### src/rtl/mult_div_pkg.sv
// Shared definitions for the multiply/divide family: FSM state encoding and default width.
package mult_div_pkg;

  localparam int DEFAULT_WIDTH = 32;

  typedef enum logic [1:0] {
    IDLE = 2'd0,
    CALC = 2'd1,
    FIX  = 2'd2
  } div_state_e;

endpackage

### src/rtl/div_restore_step.sv
// One restoring-division iteration: shift {rem, quo} left by one, trial-subtract the divisor,
// keep the difference and set the quotient LSB only when it is non-negative.
module div_restore_step #(
  parameter int WIDTH = 32
) (
  input  logic [WIDTH:0]   rem_i,
  input  logic [WIDTH-1:0] quo_i,
  input  logic [WIDTH:0]   dvsr_i,
  output logic [WIDTH:0]   rem_o,
  output logic [WIDTH-1:0] quo_o
);

  logic [WIDTH:0]   shifted;
  logic [WIDTH+1:0] diff;
  logic             unused_rem_msb;

  // The partial remainder stays below the divisor, so its top bit is always clear here.
  assign unused_rem_msb = rem_i[WIDTH];
  assign shifted        = {rem_i[WIDTH-1:0], quo_i[WIDTH-1]};
  assign diff           = {1'b0, shifted} - {1'b0, dvsr_i};

  always_comb begin
    rem_o = shifted;
    quo_o = {quo_i[WIDTH-2:0], 1'b0};
    if (!diff[WIDTH+1]) begin
      rem_o = diff[WIDTH:0];
      quo_o = {quo_i[WIDTH-2:0], 1'b1};
    end
  end

endmodule

### src/rtl/sequential_divider.sv
// Signed WIDTH-bit restoring divider: magnitudes are divided over WIDTH CALC cycles,
// then FIX applies the sign rules and publishes the result with a one-cycle done pulse.
module sequential_divider
  import mult_div_pkg::*;
#(
  parameter int WIDTH = DEFAULT_WIDTH
) (
  input  logic             clk,
  input  logic             rst,
  input  logic             start,
  input  logic [WIDTH-1:0] dividend,
  input  logic [WIDTH-1:0] divisor,
  output logic [WIDTH-1:0] quotient,
  output logic [WIDTH-1:0] remainder,
  output logic             busy,
  output logic             done,
  output logic             div_by_zero,
  output div_state_e       state_o
);

  localparam int CW = $clog2(WIDTH + 1);

  div_state_e       state_q, state_d;
  logic [CW-1:0]    cnt_q, cnt_d;
  logic [WIDTH:0]   rem_q, rem_d;
  logic [WIDTH:0]   dvsr_q, dvsr_d;
  logic [WIDTH-1:0] quo_q, quo_d;
  logic             sd_q, sd_d, sv_q, sv_d, dz_q, dz_d;
  logic [WIDTH-1:0] quot_q, quot_d, rmd_q, rmd_d;
  logic             done_q, done_d, dbz_q, dbz_d;

  logic [WIDTH:0]   ext_dvd, ext_dvs, abs_dvd, abs_dvs;
  logic [WIDTH:0]   step_rem;
  logic [WIDTH-1:0] step_quo;
  logic             unused_abs_msb;

  // Magnitudes at WIDTH+1 bits so the most negative operand has an exact absolute value.
  assign ext_dvd        = {dividend[WIDTH-1], dividend};
  assign ext_dvs        = {divisor[WIDTH-1], divisor};
  assign abs_dvd        = dividend[WIDTH-1] ? -ext_dvd : ext_dvd;
  assign abs_dvs        = divisor[WIDTH-1] ? -ext_dvs : ext_dvs;
  assign unused_abs_msb = abs_dvd[WIDTH];

  div_restore_step #(.WIDTH(WIDTH)) u_step (
    .rem_i  (rem_q),
    .quo_i  (quo_q),
    .dvsr_i (dvsr_q),
    .rem_o  (step_rem),
    .quo_o  (step_quo)
  );

  always_comb begin
    state_d = state_q;
    cnt_d   = cnt_q;
    rem_d   = rem_q;
    quo_d   = quo_q;
    dvsr_d  = dvsr_q;
    sd_d    = sd_q;
    sv_d    = sv_q;
    dz_d    = dz_q;
    quot_d  = quot_q;
    rmd_d   = rmd_q;
    dbz_d   = dbz_q;
    done_d  = 1'b0;
    case (state_q)
      IDLE: begin
        if (start) begin
          sd_d    = dividend[WIDTH-1];
          sv_d    = divisor[WIDTH-1];
          dz_d    = (divisor == '0);
          quo_d   = abs_dvd[WIDTH-1:0];
          dvsr_d  = abs_dvs;
          rem_d   = '0;
          cnt_d   = '0;
          state_d = (divisor == '0) ? FIX : CALC;
        end
      end
      CALC: begin
        rem_d = step_rem;
        quo_d = step_quo;
        cnt_d = cnt_q + CW'(1);
        if (cnt_q == CW'(WIDTH - 1)) state_d = FIX;
      end
      FIX: begin
        // With a zero divisor quo_q still holds |dividend|, which restores the dividend.
        if (dz_q) begin
          quot_d = '1;
          rmd_d  = sd_q ? -quo_q : quo_q;
        end else begin
          quot_d = (sd_q ^ sv_q) ? -quo_q : quo_q;
          rmd_d  = sd_q ? -rem_q[WIDTH-1:0] : rem_q[WIDTH-1:0];
        end
        dbz_d   = dz_q;
        done_d  = 1'b1;
        state_d = IDLE;
      end
      default: state_d = IDLE;
    endcase
  end

  always_ff @(posedge clk or negedge rst) begin
    if (!rst) begin
      state_q <= IDLE;
      cnt_q   <= '0;
      rem_q   <= '0;
      quo_q   <= '0;
      dvsr_q  <= '0;
      sd_q    <= 1'b0;
      sv_q    <= 1'b0;
      dz_q    <= 1'b0;
      quot_q  <= '0;
      rmd_q   <= '0;
      dbz_q   <= 1'b0;
      done_q  <= 1'b0;
    end else begin
      state_q <= state_d;
      cnt_q   <= cnt_d;
      rem_q   <= rem_d;
      quo_q   <= quo_d;
      dvsr_q  <= dvsr_d;
      sd_q    <= sd_d;
      sv_q    <= sv_d;
      dz_q    <= dz_d;
      quot_q  <= quot_d;
      rmd_q   <= rmd_d;
      dbz_q   <= dbz_d;
      done_q  <= done_d;
    end
  end

  assign quotient    = quot_q;
  assign remainder   = rmd_q;
  assign div_by_zero = dbz_q;
  assign done        = done_q;
  assign busy        = (state_q != IDLE);
  assign state_o     = state_q;

endmodule

### config.mk
export PLATFORM = sky130hd
export DESIGN_NAME = sequential_divider
export DESIGN_NICKNAME = d
export VERILOG_FILES = /design/src/rtl/mult_div_pkg.sv /design/src/rtl/div_restore_step.sv /design/src/rtl/sequential_divider.sv
export SDC_FILE = /design/constraint.sdc
export NUM_CORES = 1
export LEC_CHECK = 0
export CAP_MARGIN = 20
export CELL_PAD_IN_SITES_DETAIL_PLACEMENT = 1
export CELL_PAD_IN_SITES_GLOBAL_PLACEMENT = 1
export CORE_ASPECT_RATIO = 1.25
export CORE_MARGIN = 5
export CORE_UTILIZATION = 25
export DETAILED_ROUTE_END_ITERATION = 12
export DONT_BUFFER_PORTS = 1
export GPL_ROUTABILITY_DRIVEN = 0
export PLACE_DENSITY = 0.54
export SLEW_MARGIN = 20
export SYNTH_ARGS = -nofsm -noshare
export SYNTH_HDL_FRONTEND = slang
export SYNTH_HIERARCHICAL = 1
export SYNTH_SLANG_ARGS = --single-unit
### constraint.sdc
create_clock -name clk -period 6.7 [get_ports clk]
set_clock_uncertainty 0.15 [all_clocks]
set_input_delay 0 -clock clk [delete_from_list [all_inputs] [get_ports clk]]
set_output_delay 0 -clock clk [all_outputs]
set_load 0.01 [all_outputs]
* After elaboration in Yosys (flattened, before gate mapping)
Index checks and enable logic that the tools add are counted.
** Word-level totals
- Input port bits :: 67
- Word-level logic and storage cells :: 51
- Output and inout port bits :: 69
- Register bits :: 174
** Operators by class
- Multiplexer cells :: 20
- Bitwise gates (word level) :: 1
- Reductions and logical operators :: 7
- Add/subtract/negate cells :: 6
- Eq/ne operators :: 5
** Operators by type and width (number)
- $mux 32 :: 9
- $pmux 32 s2 :: 2
- $neg 32->32 :: 3
- $sub 33x33->34 :: 1
- $mux 33 :: 1
- $neg 33->33 :: 1
- $logic_not 32->1 :: 1
- $pmux 6 s2 :: 1
- $add 6x1->6 const B :: 1
- $eq 6x5->1 const B :: 1
- $mux 2 :: 3
- $mux 6 :: 1
- $reduce_and 2->1 :: 3
- $ne 2x2->1 const B :: 2
- $pmux 2 s2 :: 1
- $reduce_bool 2->1 :: 2
- $eq 2x1->1 const B :: 1
- $eq 2x2->1 const B :: 1
- $logic_not 2->1 :: 1
- $mux 1 :: 2
- $xor 1x1->1 :: 1

* Logic depth before layout (Yosys ltp)
- Depth in word-level cells :: 4
- Mapped depth :: 15
- Mapped depth without buffers :: 15

* Modules after synthesis
Netlist, hierarchy kept.
** Modules (own cells, without submodules)
- sequential_divider :: area each 10720.3 µm², cells each 1254, times used 1
- div_restore_step :: area each 2306.0 µm², cells each 342, times used 1

* Least setup slack after synthesis
No wires, ideal clock.
- Path kind :: register -> register
- From :: reg quo_q[31]
- To :: reg, netlist name rem_q[32]
- Slack :: 3.400 ns
- Cell stages (with the launch flop) :: 16
- Data arrival time :: 3.068 ns
- Path buffers :: 0
- Setup time :: 0.083 ns
- Cell sequence :: dfrtp_1 > inv_1 > ha_1 > inv_1 > fa_1 > a211oi_1 > o211ai_1 > a221oi_2 > nand3_1 > a21oi_2 > o311a_1 > o21ai_0 > or3b_1 > o211ai_1 > nand2_1 > o21ai_0
** RTL lines
- start, declared :: line sequential_divider.sv:27 : logic [WIDTH-1:0] quo_q, quo_d;
- start signal, assigned :: line sequential_divider.sv:119 : quo_q <= quo_d;

* Worst setup path after layout
- From :: reg rem_q[17]
- To :: reg rem_q[1]
** On the way
- Longest elaborated chain between the ends :: 3
** Ends and longest elaborated chain
- start, declared :: line sequential_divider.sv:25 : logic [WIDTH:0] rem_q, rem_d;
- start signal, assigned :: line sequential_divider.sv:118 : rem_q <= rem_d;
- $sub 33x33->34 :: line div_restore_step.sv:20 : assign diff = {1'b0, shifted} - {1'b0, dvsr_i};
- $mux 32 :: line div_restore_step.sv:25 : if (!diff[WIDTH+1]) begin
- named net step_rem[1] :: line sequential_divider.sv:33 : logic [WIDTH:0] step_rem;
- $pmux 32 s2 :: line sequential_divider.sv:65 : case (state_q)
The timed path passes the listed nets, and every way through them passes these cells.
A chain may end at the register's enable or synchronous reset.

==> results_dict.tcl <==
set metrics [dict create \
    cp_cell_sequence "ha_1 > a21oi_1 > o21ai_0 > a2111oi_2 > nor3_2 > a31oi_4 > a31oi_4 > a41oi_4 > buf_4 > mux2_2 > nand2_1 > o31ai_1" \
    fmax_ghz 0.2437 \
    finalWirelength_mm 47.22 \
    grt.total_usage_pct 16.55 \
    irDropWorstVdd_v 0.0001659 \
    fin_ws_ns 2.597 \
    rsz0062_at_grt "false" \
    p_int_uw 3820 \
    crit_path_frequent_cell "a31oi_4" \
    p_sw_share_pct 49.67 \
    drtPass1Iterations 5 \
    ios 136 \
    root_buffer "clkbuf_16" \
    antenna_cells 0 \
    arrival_ns 4.26 \
    grt_pass1_wl_mm 73.53 \
    setup_viol 0 \
    p_per_area_nw_per_um2 497.4 \
    drc 0 \
    slew_headroom_pct 29.48 \
    synth_area_um2 12920 \
    mostFrequentLayoutCell "nand2_1" \
    ant_nets 0 \
    cts_tree "yes" \
    clock_power_share_pct 13.5 \
    hp-class "primary input to async pin" \
    path_class "flop to flop" \
    grt_overflow 0 \
    row_count 93 \
    cp_slowest_stage_delay_ns 0.72 \
    syn_area_per_cell_um2 8.168 \
    crit_required_ns 6.86 \
    place_ws_ns 2.579 \
    postCtsHoldBufs 151 \
    final_nets 1725 \
    worstPathMaxFanout 27 \
    cts_max_path_buffers 2 \
    cts.sinks 174 \
    io_buffers 0 \
    place_inst 2113 \
    antenna_found_initial 0 \
    syn2layout_area_growth_pct 18.07 \
    finalCritPeriodShare_pct 61.24 \
    startpoint_type "flop" \
    yosysWarnings 6 \
    cts_buffers 17 \
    crit_family "compound AO/OA/AOI/OAI gates" \
    dpl.hpwl_mm 33.72 \
    final_cell_mix "nand2_1, dfrtp_1, dlygate4sd3_1, xor2_1, o21ai_0" \
    maxCapViolCount 0 \
    coreArea_um2 51320 \
    fp.dieH_um 264.2 \
    synthCells 1582 \
    cp.buffers_inverters 1 \
    drive_gt1_share_pct 5.392 \
    post-cts-setup-buffers 0 \
    grt_max_degree 175 \
    fin_crit_ns 4.103 \
    grt_pass1_vias 12555 \
    worst_slew_pin_slew_ns 1.051 \
    wire_per_inst_um 20.56 \
    cts_resized 0 \
    die_w_um 213.4 \
    tns_ns 0 \
    clk_latency_ns 0.48 \
    end_kind "flop" \
    p_leak_uw 0.006106 \
    vias_per_cell 5.123 \
    syn-num-nets 1688 \
    vias 11767 \
    slew_viol_final 0 \
    fin_util_pct 29.73 \
    htree_num_levels 4 \
    slowest_stage "a41oi_4" \
    drt_iter0_markers 575 \
    clkSlewWorstSetupHoldPaths_ns 0.07 \
    p_comb_share_pct 58.0 \
    dieArea_um2 56360 \
    p_seq_share_pct 28.4 \
    stdcell_count 2297 \
    switchingPower_uw 3769 \
    status "completed" \
    start_util_pct 25.18 \
    finalHoldViolCount 0 \
]
==> metal layers <==
| layer | part of all wire (%) | vias up | GRT usage, % | routed length [µm] |
|---|---|---|---|---|
| met5 | 0 | - | 0 | 0 |
| met4 | 3.5 | 0 | 6.585 | 1670 |
| met3 | 4.7 | 67 | 3.492 | 2214 |
| met2 | 49 | 219 | 27.78 | 22950 |
| met1 | 43 | 5797 | 20.61 | 20390 |
| li1 | - | 5684 | - | - |
==> final timing paths <==
kind	slack [ns]	cells after the start	from	to
max reg2reg	2.60	12	rem_q[17]$_DFFE_PN0P_	rem_q[1]$_DFFE_PN0P_
min in group clk	0.08	5	dividend[21]	quo_q[29]$_DFFE_PN0P_
min reg2reg	0.33	2	dvsr_q[4]$_DFFE_PN0P_	dvsr_q[4]$_DFFE_PN0P_
max in group asynchronous	5.55	2	rst	rem_q[20]$_DFFE_PN0P_
max	2.60	12	rem_q[17]$_DFFE_PN0P_	rem_q[1]$_DFFE_PN0P_
min	0.06	2	rst	quo_q[22]$_DFFE_PN0P_
==> per-stage QoR <==
step           power (µW)  area (µm²)  hold WS (ns)
2_1_floorplan        5254       12920       -0.4456
3_3_place_gp         6241       13140       -0.4331
3_5_place_dp         6335       13140       -0.4321
4_1_cts              7666       15250       0.04848
5_1_grt              8267       15260        0.1072
6_report             7589       15260       0.05969
==> area by class of cell <==
cell class / instances / area (µm²)
flip-flops and latches: 174 / 4355
fillers: 6034 / 36060
clock buffers: 17 / 425.4
well taps: 665 / 832.0
repair buffers: 165 / 1632
inverters: 51 / 191.4
multi-input cells: 1210 / 7667
clock inverters: 15 / 153.9
==> power groups by stage <==
stage               registers [µW]  clock network [µW]  logic (µW)
CTS                           2160                1060        4440
global route                  2230                1100        4940
finish                        2160                1030        4410
global placement              2160                   0        4080
floorplan                     1770                   0        3480
detailed placement            2190                   0        4150
==> flip-flops by register name, summed over array words and instances, names as in the netlist, 2 cells and up <==
signal / count
cnt_q: 6
dvsr_q: 33
quo_q: 32
quotient: 32
rem_q: 32
remainder: 32
state_o: 2
Power figures use the tool's default switching activity.
